==> config.mk <==
export PLATFORM = sky130hd
export DESIGN_NAME = fetch_unit_flat
export DESIGN_NICKNAME = d
export VERILOG_FILES = /design/src/rtl/fetch_pkg.sv /design/src/rtl/fetch_if.sv /design/src/rtl/fetch_fifo.sv /design/src/rtl/fetch_unit.sv /design/src/flat_wrapper.sv
export SDC_FILE = /design/constraint.sdc
export NUM_CORES = 1
export LEC_CHECK = 0
export CORE_UTILIZATION = 50
export CTS_CLUSTER_SIZE = 12
export DETAILED_ROUTE_END_ITERATION = 8
export PLACE_DENSITY = 0.86
export SETUP_SLACK_MARGIN = 0.1
export SYNTH_ARGS = -nofsm -noshare
export SYNTH_HDL_FRONTEND = slang
export SYNTH_HIERARCHICAL = 1
export SYNTH_SLANG_ARGS = --single-unit
export TNS_END_PERCENT = 10
==> constraint.sdc <==
create_clock -name clk -period 3.4 [get_ports clk]
set_input_delay 0.34 -clock clk [delete_from_list [all_inputs] [get_ports clk]]
set_output_delay 0.34 -clock clk [all_outputs]
set_load 0.05 [all_outputs]
==> src/rtl/fetch_pkg.sv <==
// Shared types and defaults for the instruction-fetch front end.
package fetch_pkg;

  localparam int          DEF_ADDR_W   = 10;
  localparam int          DEF_DEPTH    = 4;
  localparam logic [31:0] DEF_RESET_PC = 32'h0000_0000;

  typedef struct packed {
    logic [31:0] pc;
    logic [31:0] inst;
  } fetch_entry_t;

  typedef enum logic {
    BOOT,
    RUN
  } fetch_state_t;

  function automatic logic [31:0] align_pc(input logic [31:0] p);
    return {p[31:2], 2'b00};
  endfunction

  // Saturating 32-bit add used by the optional statistics counters.
  function automatic logic [31:0] sat_add32(input logic [31:0] a, input logic [31:0] b);
    logic [32:0] sum;
    sum = {1'b0, a} + {1'b0, b};
    return sum[32] ? 32'hFFFF_FFFF : sum[31:0];
  endfunction

endpackage

==> src/rtl/fetch_if.sv <==
// Instruction-memory, redirect and decode handshake signals of the fetch unit.
interface fetch_if import fetch_pkg::*; #(
  parameter int ADDR_W = DEF_ADDR_W
);

  logic              imem_en;
  logic [ADDR_W-1:0] imem_addr;
  logic [31:0]       imem_data;
  logic              redirect_valid;
  logic [31:0]       redirect_pc;
  logic              inst_valid;
  logic              inst_ready;
  logic [31:0]       inst;
  logic [31:0]       inst_pc;
  logic [31:0]       inst_pcplus4;

  modport master (
    output imem_en, imem_addr, inst_valid, inst, inst_pc, inst_pcplus4,
    input  imem_data, redirect_valid, redirect_pc, inst_ready
  );

  modport slave (
    input  imem_en, imem_addr, inst_valid, inst, inst_pc, inst_pcplus4,
    output imem_data, redirect_valid, redirect_pc, inst_ready
  );

endinterface

==> src/rtl/fetch_fifo.sv <==
// Prefetch FIFO of {pc, inst} entries with flush; the head comes straight from
// storage flops and reads as zero while the FIFO is empty.
module fetch_fifo import fetch_pkg::*; #(
  parameter  int DEPTH = DEF_DEPTH,
  localparam int PW    = $clog2(DEPTH),
  localparam int CW    = PW + 1
) (
  input  logic          clk,
  input  logic          reset,
  input  logic          push,
  input  fetch_entry_t  push_data,
  input  logic          pop,
  input  logic          flush,
  output logic [CW-1:0] count,
  output logic          head_valid,
  output fetch_entry_t  head
);

  fetch_entry_t   mem [DEPTH];
  logic [PW-1:0]  rd_ptr;
  logic [PW-1:0]  wr_ptr;
  logic           do_push;
  logic           do_pop;

  assign head_valid = (count != '0);
  assign do_pop     = pop & head_valid;
  // A push into a full FIFO is only accepted when the head leaves in the same cycle.
  assign do_push    = push & ((count != CW'(DEPTH)) | do_pop);
  assign head       = head_valid ? mem[rd_ptr] : '0;

  always_ff @(posedge clk or posedge reset) begin
    if (reset) begin
      rd_ptr <= '0;
      wr_ptr <= '0;
      count  <= '0;
    end else if (flush) begin
      rd_ptr <= '0;
      wr_ptr <= '0;
      count  <= '0;
    end else begin
      if (do_push) wr_ptr <= wr_ptr + PW'(1);
      if (do_pop)  rd_ptr <= rd_ptr + PW'(1);
      case ({do_push, do_pop})
        2'b10:   count <= count + CW'(1);
        2'b01:   count <= count - CW'(1);
        default: count <= count;
      endcase
    end
  end

  always_ff @(posedge clk) begin
    if (do_push && !flush) mem[wr_ptr] <= push_data;
  end

endmodule

==> src/rtl/fetch_unit.sv <==
// Instruction-fetch front end: PC, issue control, redirect/flush and prefetch FIFO.
// Defining FETCH_STATS_EN adds saturating fetched/flushed/stall counter ports.
module fetch_unit import fetch_pkg::*; #(
  parameter int          ADDR_W   = DEF_ADDR_W,
  parameter int          DEPTH    = DEF_DEPTH,
  parameter logic [31:0] RESET_PC = DEF_RESET_PC
) (
  input  logic        clk,
  input  logic        reset,
  fetch_if.master     bus
`ifdef FETCH_STATS_EN
  ,
  output logic [31:0] stat_fetched,
  output logic [31:0] stat_flushed,
  output logic [31:0] stat_stall
`endif
);

  localparam int CW = $clog2(DEPTH) + 1;
  localparam int OW = CW + 1;

  fetch_state_t  state;
  fetch_state_t  next_state;
  logic [31:0]   pc;
  logic [31:0]   issued_pc;
  logic          inflight;
  logic          redirect_last;
  logic          issue;
  logic          push;
  logic          pop;
  logic [CW-1:0] count;
  logic          head_valid;
  fetch_entry_t  head;
  fetch_entry_t  push_entry;
  logic [OW-1:0] occupancy;
  logic [OW-1:0] limit;

  assign pop       = head_valid & bus.inst_ready;
  // The in-flight read already owns a slot, so it counts against free space.
  assign occupancy = {1'b0, count} + OW'(inflight);
  assign limit     = OW'(DEPTH) + OW'(pop);

  always_ff @(posedge clk or posedge reset) begin
    if (reset) state <= BOOT;
    else       state <= next_state;
  end

  always_comb begin
    next_state = state;
    issue      = 1'b0;
    case (state)
      BOOT:    next_state = RUN;
      RUN:     issue = ~bus.redirect_valid & (occupancy < limit);
      default: next_state = BOOT;
    endcase
  end

  // Data landing in a redirect cycle, or the cycle after, belongs to the old path.
  assign push       = inflight & ~redirect_last & ~bus.redirect_valid;
  assign push_entry = '{pc: issued_pc, inst: bus.imem_data};

  always_ff @(posedge clk or posedge reset) begin
    if (reset) begin
      pc            <= RESET_PC;
      issued_pc     <= '0;
      inflight      <= 1'b0;
      redirect_last <= 1'b0;
    end else begin
      inflight      <= issue;
      redirect_last <= bus.redirect_valid;
      if (bus.redirect_valid) begin
        pc <= align_pc(bus.redirect_pc);
      end else if (issue) begin
        pc        <= pc + 32'd4;
        issued_pc <= pc;
      end
    end
  end

  fetch_fifo #(
    .DEPTH(DEPTH)
  ) u_fifo (
    .clk        (clk),
    .reset      (reset),
    .push       (push),
    .push_data  (push_entry),
    .pop        (pop),
    .flush      (bus.redirect_valid),
    .count      (count),
    .head_valid (head_valid),
    .head       (head)
  );

  assign bus.imem_en      = issue;
  assign bus.imem_addr    = issue ? pc[ADDR_W+1:2] : '0;
  assign bus.inst_valid   = head_valid;
  assign bus.inst         = head.inst;
  assign bus.inst_pc      = head.pc;
  assign bus.inst_pcplus4 = head_valid ? head.pc + 32'd4 : 32'd0;

`ifdef FETCH_STATS_EN
  logic [31:0] flushed_now;

  // Entries dropped by a redirect exclude the head that decode takes in that cycle.
  assign flushed_now = bus.redirect_valid
                     ? (32'(count) - 32'(pop) + 32'(inflight & ~redirect_last))
                     : 32'd0;

  always_ff @(posedge clk or posedge reset) begin
    if (reset) begin
      stat_fetched <= '0;
      stat_flushed <= '0;
      stat_stall   <= '0;
    end else begin
      stat_fetched <= sat_add32(stat_fetched, 32'(push));
      stat_flushed <= sat_add32(stat_flushed, flushed_now);
      stat_stall   <= sat_add32(stat_stall, 32'(head_valid & ~bus.inst_ready));
    end
  end
`endif

endmodule

==> src/flat_wrapper.sv <==
// flat-port wrapper written by rule: the top's interface ports become plain ports
module fetch_unit_flat import fetch_pkg::*;
#(
  parameter int          ADDR_W   = DEF_ADDR_W,
  parameter int          DEPTH    = DEF_DEPTH,
  parameter logic [31:0] RESET_PC = DEF_RESET_PC
)
  (clk, reset, bus_imem_en, bus_imem_addr, bus_inst_valid, bus_inst, bus_inst_pc, bus_inst_pcplus4, bus_imem_data, bus_redirect_valid, bus_redirect_pc, bus_inst_ready);
  fetch_if #(.ADDR_W(ADDR_W)) bus_i ();
  input  logic clk;
  input  logic reset;
  output wire logic [$bits(bus_i.imem_en)-1:0] bus_imem_en;
  output wire logic [$bits(bus_i.imem_addr)-1:0] bus_imem_addr;
  output wire logic [$bits(bus_i.inst_valid)-1:0] bus_inst_valid;
  output wire logic [$bits(bus_i.inst)-1:0] bus_inst;
  output wire logic [$bits(bus_i.inst_pc)-1:0] bus_inst_pc;
  output wire logic [$bits(bus_i.inst_pcplus4)-1:0] bus_inst_pcplus4;
  input wire logic [$bits(bus_i.imem_data)-1:0] bus_imem_data;
  input wire logic [$bits(bus_i.redirect_valid)-1:0] bus_redirect_valid;
  input wire logic [$bits(bus_i.redirect_pc)-1:0] bus_redirect_pc;
  input wire logic [$bits(bus_i.inst_ready)-1:0] bus_inst_ready;
  assign bus_imem_en = bus_i.imem_en;
  assign bus_imem_addr = bus_i.imem_addr;
  assign bus_inst_valid = bus_i.inst_valid;
  assign bus_inst = bus_i.inst;
  assign bus_inst_pc = bus_i.inst_pc;
  assign bus_inst_pcplus4 = bus_i.inst_pcplus4;
  assign bus_i.imem_data = bus_imem_data;
  assign bus_i.redirect_valid = bus_redirect_valid;
  assign bus_i.redirect_pc = bus_redirect_pc;
  assign bus_i.inst_ready = bus_inst_ready;
  fetch_unit #(.ADDR_W(ADDR_W), .DEPTH(DEPTH), .RESET_PC(RESET_PC)) u_core (.clk(clk), .reset(reset), .bus(bus_i));
endmodule
Word-level counts from Yosys, hierarchy flattened
Memories as Yosys holds them, arrays and structs flattened.
Cells that the tools add are included.
Word-level totals
  output and inout bits: 108
  word-level logic and storage cells: 52
  memories: 1
  input bits: 68
  flip-flop bits (word level): 74
  memory bits (writable): 256
Operators by class
  reduce and logical (&&, ||, !) cells: 8
  muxes and demuxes: 14
  $lt $le $gt $ge: 1
  eq/ne operators: 3
  add/sub/neg operators: 8
  bitwise logic cells: 9
Memory list
  u_core.u_fifo.mem: depth 4, width 64, read ports 1, clocked after Yosys merged registers in 0, write ports 1, RTL line fetch_fifo.sv:19  | fetch_entry_t mem [DEPTH];
Operators by type and width (number)
  32-bit 2-to-1 mux: 3
  32-bit by 3-bit adder with 32-bit output, second input constant: 2
  64-bit 2-to-1 mux: 1
  10-bit 2-to-1 mux: 1
  2-bit 2-to-1 mux: 4
  1-bit AND: 6
  3-bit one-hot mux with 2 select lines: 1
  2-bit nonzero test: 3
  3-bit nonzero test: 2
  2-bit by 1-bit adder with 2-bit output, second input constant: 2
  3-bit by 1-bit adder with 4-bit output: 1
  3-bit by 1-bit adder with 4-bit output, first input constant: 1
  4-bit less-than comparator: 1
  3-bit by 1-bit adder with 3-bit output, second input constant: 1
  1-bit 2-to-1 mux: 3
  3-bit 2-to-1 mux: 1
  3-bit inequality test, second input constant: 1
  3-bit by 1-bit subtractor with 3-bit output, second input constant: 1
  2-bit by 1-bit == test with 1-bit output, second input constant: 1
  2-bit == test, second input constant: 1
  1-bit inverter: 2
  2-bit AND reduction: 1
  1-bit logical AND: 1
  1-bit logical NOT: 1
  1-bit OR: 1

Logic depth before layout (Yosys ltp)
Gate-level depths: netlist of run 1.
  depth after elaboration: 8
  mapped depth: 12
  mapped depth without buffers: 8

Modules after synthesis
Netlist of run 1, hierarchy kept.
Modules (own cells, without submodules)
  fetch_fifo: cells an instance 469, area each 10217.3 um^2, seq. area each 7862.5 um^2, times used 1
  fetch_unit: cells an instance 404, area each 3842.4 um^2, seq. area each 1576.5 um^2, times used 1

Least setup slack after synthesis of run 1
No wires, ideal clock.
  path kind: register -> output
  from: reg u_core.u_fifo.count[1]
  to: out bus_inst_pcplus4[16]
  data required time: 3.060 ns
  setup slack: -0.755 ns
  path buffers: 4
  arrival: 3.815 ns
  stages on the path, launching flop included: 11
  cells stage by stage: dfrtp_1 -> buf_2 -> or3_1 -> buf_2 -> clkbuf_1 -> and2_1 -> and4_1 -> nand3_1 -> clkbuf_1 -> or3_1 -> a21boi_0
On the way
  cells in the longest elaborated chain, start to end: 4
RTL lines
  start: declaration: RTL line fetch_fifo.sv:14  | output logic [CW-1:0] count,
  start signal: assignment: RTL line fetch_fifo.sv:44  | 2'b10: count <= count + CW'(1);
  start signal: assignment: RTL line fetch_fifo.sv:45  | 2'b01: count <= count - CW'(1);
  start signal: assignment: RTL line fetch_fifo.sv:46  | default: count <= count;
  3-bit nonzero test: RTL line fetch_fifo.sv:25  | assign head_valid = (count != '0);
  64-bit 2-to-1 mux: RTL line fetch_fifo.sv:29  | assign head = head_valid ? mem[rd_ptr] : '0;
  named net bus_inst_pc[9]: RTL line flat_wrapper.sv:16  | output wire logic [$bits(bus_i.inst_pc)-1:0] bus_inst_pc;
  32-bit by 3-bit adder with 32-bit output: RTL line fetch_unit.sv:99  | assign bus.inst_pcplus4 = head_valid ? head.pc + 32'd4 : 32'd0;
  32-bit 2-to-1 mux: RTL line fetch_unit.sv:99
  end: declaration: RTL line flat_wrapper.sv:17  | output wire logic [$bits(bus_i.inst_pcplus4)-1:0] bus_inst_pcplus4;
The timed path passes the listed nets, and every way through them passes these cells.

Final worst setup path of run 1
  from: reg u_core.u_fifo.rd_ptr[0]
  to: out bus_inst_pcplus4[29]
On the way
  cells in the longest elaborated chain, start to end: 4
RTL lines
  start: declaration: RTL line fetch_fifo.sv:20  | logic [PW-1:0] rd_ptr;
  start signal: assignment: RTL line fetch_fifo.sv:42  | if (do_pop) rd_ptr <= rd_ptr + PW'(1);
  memory read 4 x 64 bit
  64-bit 2-to-1 mux: RTL line fetch_fifo.sv:29
  32-bit by 3-bit adder with 32-bit output: RTL line fetch_unit.sv:99
  32-bit 2-to-1 mux: RTL line fetch_unit.sv:99
No other way between the ends.

==> flow_metrics.tcl, run 1 <==
set metrics [dict create \
    cpPeakStageDelay_ns 0.57 \
    grt_usage 0.222 \
    crit_path_start_kind "register" \
    max-slew-margin-rel 0.543 \
    cp_slowest_cell "dfrtp_4" \
    yosys_register_bits 326 \
    cts_max_path_buffers 3 \
    postPlaceCellArea_mm2 0.0169 \
    final-setup-viol-count 1 \
    mostFrequentLayoutCell "edfxtp_1" \
    fin_skew_ns 0.0233 \
    synth_cell_types 55 \
    grt_pass1_wl_mm 48.0 \
    slew_viol_final 0 \
    yosys_warnings 6 \
    wl_per_cell_um 21.2 \
    worst_slew_pin_slew_ns 0.684 \
    firstDrtPassIters 5 \
    synth_area_mm2 0.0141 \
    fin_crit_ns 3.44 \
    fmax_ghz 0.290 \
    place_hpwl_mm 19.7 \
    cts_tree "done" \
    crit_top_cell "buf_12" \
    drt_iter0_markers 711 \
    grt_pass1_vias 8785 \
    gp_congestion 0.813 \
    num_rows 61 \
    violations "setup timing" \
    period_share 1.01 \
    syn-instance-count 873 \
    worstPathRequired_ns 3.06 \
    io_buffers 173 \
    leakagePower_uw 0.00658 \
    synth_seq_area_share 0.671 \
    finalWirelength_mm 31.8 \
    place_ws_ns 0.258 \
    ir_drop_v 0.000292 \
    grt_antenna_before_repair 0 \
    core_mm2 0.0277 \
    drc 0 \
    rsz0062_at_grt "yes" \
    cts_root_buffer "clkbuf_16" \
    synth_flop_cell "edfxtp_1" \
    crit_type "register to output port" \
    start_util 0.507 \
    final_cell_mix "edfxtp_1, clkdlybuf4s50_1, and2_1, dfrtp_1, mux4_2" \
    cts-hold-fix-buffers 0 \
    die_w_um 170 \
    cp_cell_sequence "buf_12, mux4_2, and2_2, and4_4, nand3_4, buf_12, nor4_4, xor2_1, and2_4, buf_12" \
    power.total_uw 8460 \
    synth_edf_count 256 \
    crit_fanout 8 \
    ant_nets 0 \
    status "complete, but fails checks" \
    grt_max_degree 66 \
    final_core_util 0.662 \
    dieArea_mm2 0.0288 \
    pin_count 176 \
    insertion_delay_ns 0.51 \
    max-cap-violations 0 \
    critPathCaptureType "output port" \
    synth.avg_cell_area_um2 16.1 \
    path_clk_slew_ns 0.06 \
    antenna_cells 0 \
    p_per_area_mw_per_mm2 461 \
    vias_per_cell 5.62 \
    cts_buffers 35 \
    final_area_mm2 0.0184 \
    hold_viol_final 0 \
    overflow 0 \
    async_flop_share 0.215 \
    whs_ns 0.135 \
    drive_above_1_share 0.283 \
    cts-htree-levels 2 \
    nets 1175 \
    die_y_um 170 \
    syn_to_final_growth_pct 30.5 \
    vias 8414 \
    cts_num_sinks 326 \
    arrival_ns 3.10 \
    min-delay-path-class "input pin to asynchronous set/reset pin" \
    setup_slack_ns -0.0449 \
]
## routing by layer
metal	up-vias	part of all wire	global-route usage	wire, µm
met5	-	0	0	0
met4	0	0.026	0.0846	822
met3	50	0.064	0.0392	2030
met2	333	0.51	0.383	16100
met1	4264	0.40	0.280	12800
li1	3767	-	-	-
## power breakdown
part           internal [µW]  switching, µW
clock                   1990           1440
sequential              4490            166
combinational            202            177
## synthesized netlist by cell type (2+ instances only)
library cell | count | area, µm²
buf_6 | 6 | 67.6
mux2i_1 | 2 | 20.0
mux2_2 | 30 | 338
clkbuf_1 | 20 | 75.1
xnor2_1 | 20 | 175
nand2_1 | 43 | 161
a21oi_1 | 4 | 20.0
dfrtp_1 | 70 | 1750
nand4_1 | 13 | 81.3
nor4b_1 | 2 | 17.5
a21boi_0 | 3 | 22.5
mux4_2 | 64 | 1440
nor3_1 | 9 | 45.0
edfxtp_1 | 256 | 7690
nor4_1 | 12 | 75.1
nand3_1 | 25 | 125
or3_1 | 9 | 56.3
and2_1 | 111 | 694
ha_1 | 8 | 100
and4_1 | 8 | 70.1
o21ai_0 | 35 | 175
inv_1 | 11 | 41.3
and3_1 | 15 | 93.8
a31oi_1 | 6 | 37.5
buf_2 | 18 | 90.1
xor2_1 | 32 | 280
nor2b_1 | 3 | 18.8
conb_1 | 2 | 7.51
nor2_1 | 10 | 37.5
## flip-flops by register name, summed over array words and instances, names as in the netlist
signal	cells
u_core/state	1
u_core/u_fifo/rd_ptr	2
u_core/u_fifo/wr_ptr	2
u_core/pc	30
u_core/inflight	1
u_core/redirect_last	1
u_core/u_fifo/mem	256
u_core/issued_pc	30
u_core/u_fifo/count	3
## repair_timing
action	in CTS	in global routing
pin swaps	26	14
gates resized for setup	99	12
setup buffers	6	5
cloned	3	1
setup endpoints to repair	71	43
## through the flow
step                      std cells  setup TNS, ns
after floorplan                 880              0
after global placement         1424              0
after detailed placement       1424              0
after CTS                      1492        -0.0310
after global routing           1498          -1.00
final                          1498        -0.0449
## worst paths after layout
kind | cells past startpoint | endpoint | from | slack, ns
worst max register to register | 8 | u_core/u_fifo/count[2]$_DFFE_PP0P_ | u_core/u_fifo/count[1]$_DFFE_PP0P_ | 0.30
worst min register to register | 0 | u_core/u_fifo/mem[0][50]$_DFFE_PP_ | u_core/issued_pc[18]$_DFFE_PP0P_ | 0.52
worst max-delay path | 10 | bus_inst_pcplus4[29] | u_core/u_fifo/rd_ptr[0]$_DFFE_PP0P_ | -0.04
worst min-delay path | 2 | u_core/u_fifo/rd_ptr[1]$_DFFE_PP0P_ | reset | 0.14
min in group clk | 5 | u_core/u_fifo/wr_ptr[1]$_DFFE_PP0P_ | bus_redirect_valid | 0.34
max in group asynchronous | 3 | u_core/issued_pc[15]$_DFFE_PP0P_ | reset | 2.38
## cell type report
cell class / count / area (µm²)
clock buffers: 49 / 970
clock inverters: 10 / 62.6
fillers: 1818 / 9350
inverters: 11 / 41.3
multi-input cells: 498 / 4710
flip-flops and latches: 326 / 9450
well taps: 378 / 473
repair buffers: 226 / 2650
## cell families (layout without fill, tap and decap cells)
logic type / Yosys count / count (layout) / synth area share
AOI/OAI and AO/OA: 59 / 59 / 0.0258
xor gates and xnor gates: 53 / 53 / 0.0336
adders and majority gates: 9 / 9 / 0.00854
buffers and inverters: 57 / 296 / 0.0203
DFF: 326 / 326 / 0.671
muxes: 96 / 96 / 0.128
other: 2 / 9 / 0.000534
and+or+nand+nor: 271 / 272 / 0.112
## critical path, delay by kind of cell, from the launching register on
kind	cells	cell delay (ns)
xor gates and xnor gates	1	0.23
and+or+nand+nor	5	1.01
buffers and inverters	3	0.47
DFF	1	0.57
muxes	1	0.32
Note: power is estimated with default switching activity, not from simulation.
==> inputs of run 2 (changes only) <==
Settings changed: CTS_CLUSTER_SIZE 12 to 10.
==> run 2 against run 1 <==
  * Via count rose by 0.93%
  * Clock power rose by 6.4%
  * Hold slack got worse by 0.0063 ns
  * The flow still finishes with violations (setup timing)
  * Sequential cell count did not move
  * Die area did not move
  * Sequential share of layout area fell by 0.32 points
  * Cell count barely moved
  * Combinational power barely moved
  * Global-route usage rose by 0.21 points
  * Non-clock buffer count rose by 3
==> flow_metrics.tcl, run 2 (synthesis results as in run 1) <==
set metrics [dict create \
    cts_num_sinks 326 \
    whs_ns 0.129 \
    path_clk_slew_ns 0.06 \
    cp_slowest_cell "dfrtp_4" \
    crit_path_start_kind "register" \
    firstDrtPassIters 5 \
    status "complete, but fails checks" \
    p_per_area_mw_per_mm2 470 \
    worstPathRequired_ns 3.06 \
    cts_root_buffer "clkbuf_16" \
    final_cell_mix "edfxtp_1, clkdlybuf4s50_1, and2_1, dfrtp_1, mux4_2" \
    violations "setup timing" \
    critPathCaptureType "output port" \
    grt_pass1_vias 8780 \
    ant_nets 0 \
    cts_buffers 39 \
    crit_fanout 8 \
    fin_skew_ns 0.0247 \
    fin_crit_ns 3.45 \
    final-setup-viol-count 5 \
    mostFrequentLayoutCell "edfxtp_1" \
    crit_top_cell "buf_12" \
    drive_above_1_share 0.288 \
    leakagePower_uw 0.00693 \
    die_y_um 170 \
    hold_viol_final 0 \
    cts-hold-fix-buffers 0 \
    rsz0062_at_grt "yes" \
    largest_reg_flops 256 \
    drc 0 \
    cts-htree-levels 2 \
    slew_viol_final 0 \
    max-slew-margin-rel 0.543 \
    insertion_delay_ns 0.52 \
    nets 1182 \
    grt_antenna_before_repair 0 \
    setup_slack_ns -0.0477 \
    pin_count 176 \
    dieArea_mm2 0.0288 \
    period_share 1.01 \
    cp_cell_sequence "buf_12, mux4_2, and2_4, and4_4, nand3_4, buf_12, nor4_4, xor2_1, and2_4, buf_12" \
    grt_pass1_wl_mm 48.6 \
    crit_type "register to output port" \
    drt_iter0_markers 689 \
    fmax_ghz 0.290 \
    io_buffers 173 \
    cts_max_path_buffers 3 \
    cpPeakStageDelay_ns 0.56 \
    overflow 0 \
    grt_max_degree 66 \
    place_hpwl_mm 19.7 \
    worst_slew_pin_slew_ns 0.684 \
    syn_to_final_growth_pct 31.3 \
    largestRegisters "u_core/u_fifo/mem x256, u_core/issued_pc x30, u_core/pc x30" \
    path_buf_inv 3 \
    num_rows 61 \
    finalWirelength_mm 32.4 \
    min-delay-path-class "input pin to asynchronous set/reset pin" \
    top_register "u_core/u_fifo/mem" \
    gp_congestion 0.813 \
    core_mm2 0.0277 \
    power.total_uw 8680 \
    wl_per_cell_um 21.6 \
    cts_tree "done" \
    grt_usage 0.224 \
    n_fill_cell 1798 \
    start_util 0.507 \
    ir_drop_v 0.000365 \
    vias_per_cell 5.67 \
    die_w_um 170 \
    vias 8492 \
    max-cap-violations 0 \
    cpLargestDelayFamily "simple AND/OR/NAND/NOR gates" \
    antenna_cells 0 \
    arrival_ns 3.11 \
]
## run 2: changes by cell type in the layout (fill, tap and decap cells not counted), sizes merged
| cell | previous run | this run |
|---|---|---|
| clkbuf | 49 | 53 |
| clkinv | 9 | 2 |
| clkdlybuf4s50 | 110 | 96 |
| dlygate4sd2 | 19 | 18 |
| buf | 96 | 100 |
| bufbuf | 1 | 0 |
| inv | 12 | 13 |
| dlymetal6s2s | 0 | 15 |
## run 2: worst paths after layout
path	startpoint	to	slack [ns]	cells after the start
worst max-delay path	u_core/u_fifo/rd_ptr[0]$_DFFE_PP0P_	bus_inst_pcplus4[29]	-0.05	10
max in group asynchronous	reset	u_core/inflight$_DFF_PP0_	2.39	3
worst max register to register	u_core/u_fifo/count[1]$_DFFE_PP0P_	u_core/u_fifo/count[2]$_DFFE_PP0P_	0.23	8
worst min register to register	u_core/issued_pc[10]$_DFFE_PP0P_	u_core/u_fifo/mem[1][42]$_DFFE_PP_	0.53	0
min in group clk	bus_redirect_valid	u_core/u_fifo/wr_ptr[1]$_DFFE_PP0P_	0.32	5
worst min-delay path	reset	u_core/u_fifo/rd_ptr[1]$_DFFE_PP0P_	0.13	2
## run 2: per-stage QoR
stage	instances	worst slack (ns)	cell area (µm²)	TNS, ns	util
after floorplan	880	0.00409	14100	0	-
after global placement	1424	0.253	16900	0	0.608
after detailed placement	1424	0.258	16900	0	0.608
after CTS	1495	-0.0352	18400	-0.144	0.663
after global routing	1499	-0.137	18500	-1.70	0.666
final	1499	-0.0477	18500	-0.181	0.666
## run 2: final cells by class
| type | instances | area (µm²) | share of cell area |
|---|---|---|---|
| clock buffer | 53 | 1060 | 0.0574 |
| clock inverter | 4 | 38.8 | 0.00210 |
| inverter | 11 | 41.3 | 0.00224 |
| multi-input combinational | 498 | 4700 | 0.255 |
| sequential | 326 | 9450 | 0.512 |
| tap | 378 | 473 | 0.0256 |
| timing repair buffer | 229 | 2710 | 0.146 |
## run 2: worst reg2reg max path, cell delays in order (launching register included)
cell	delay, ns
dfrtp_1	0.45
or3_2	0.76
and2_1	0.28
o31ai_1	0.13
nor2_1	0.10
fa_1	0.46
or3b_2	0.50
a32oi_1	0.24
a31oi_1	0.11
## run 2: report_power, final
group          switching [µW]  internal, µW
registers                 166          4490
logic                     177           202
clock network            1490          2160
total                    1830          6850
## run 2: metal layers
metal	vias up	GRT usage	part of all wire
li1	3767	-	-
met1	4263	0.285	0.40
met2	398	0.386	0.50
met3	64	0.0415	0.074
met4	0	0.0756	0.025
met5	-	0	0
## run 2: what timing repair did
item	CTS	global route
hold endpoints to repair	0	0
buffers inserted	11	4
pin swaps	28	15
resized for setup	96	29
setup endpoints to repair	71	50
cloned	3	1
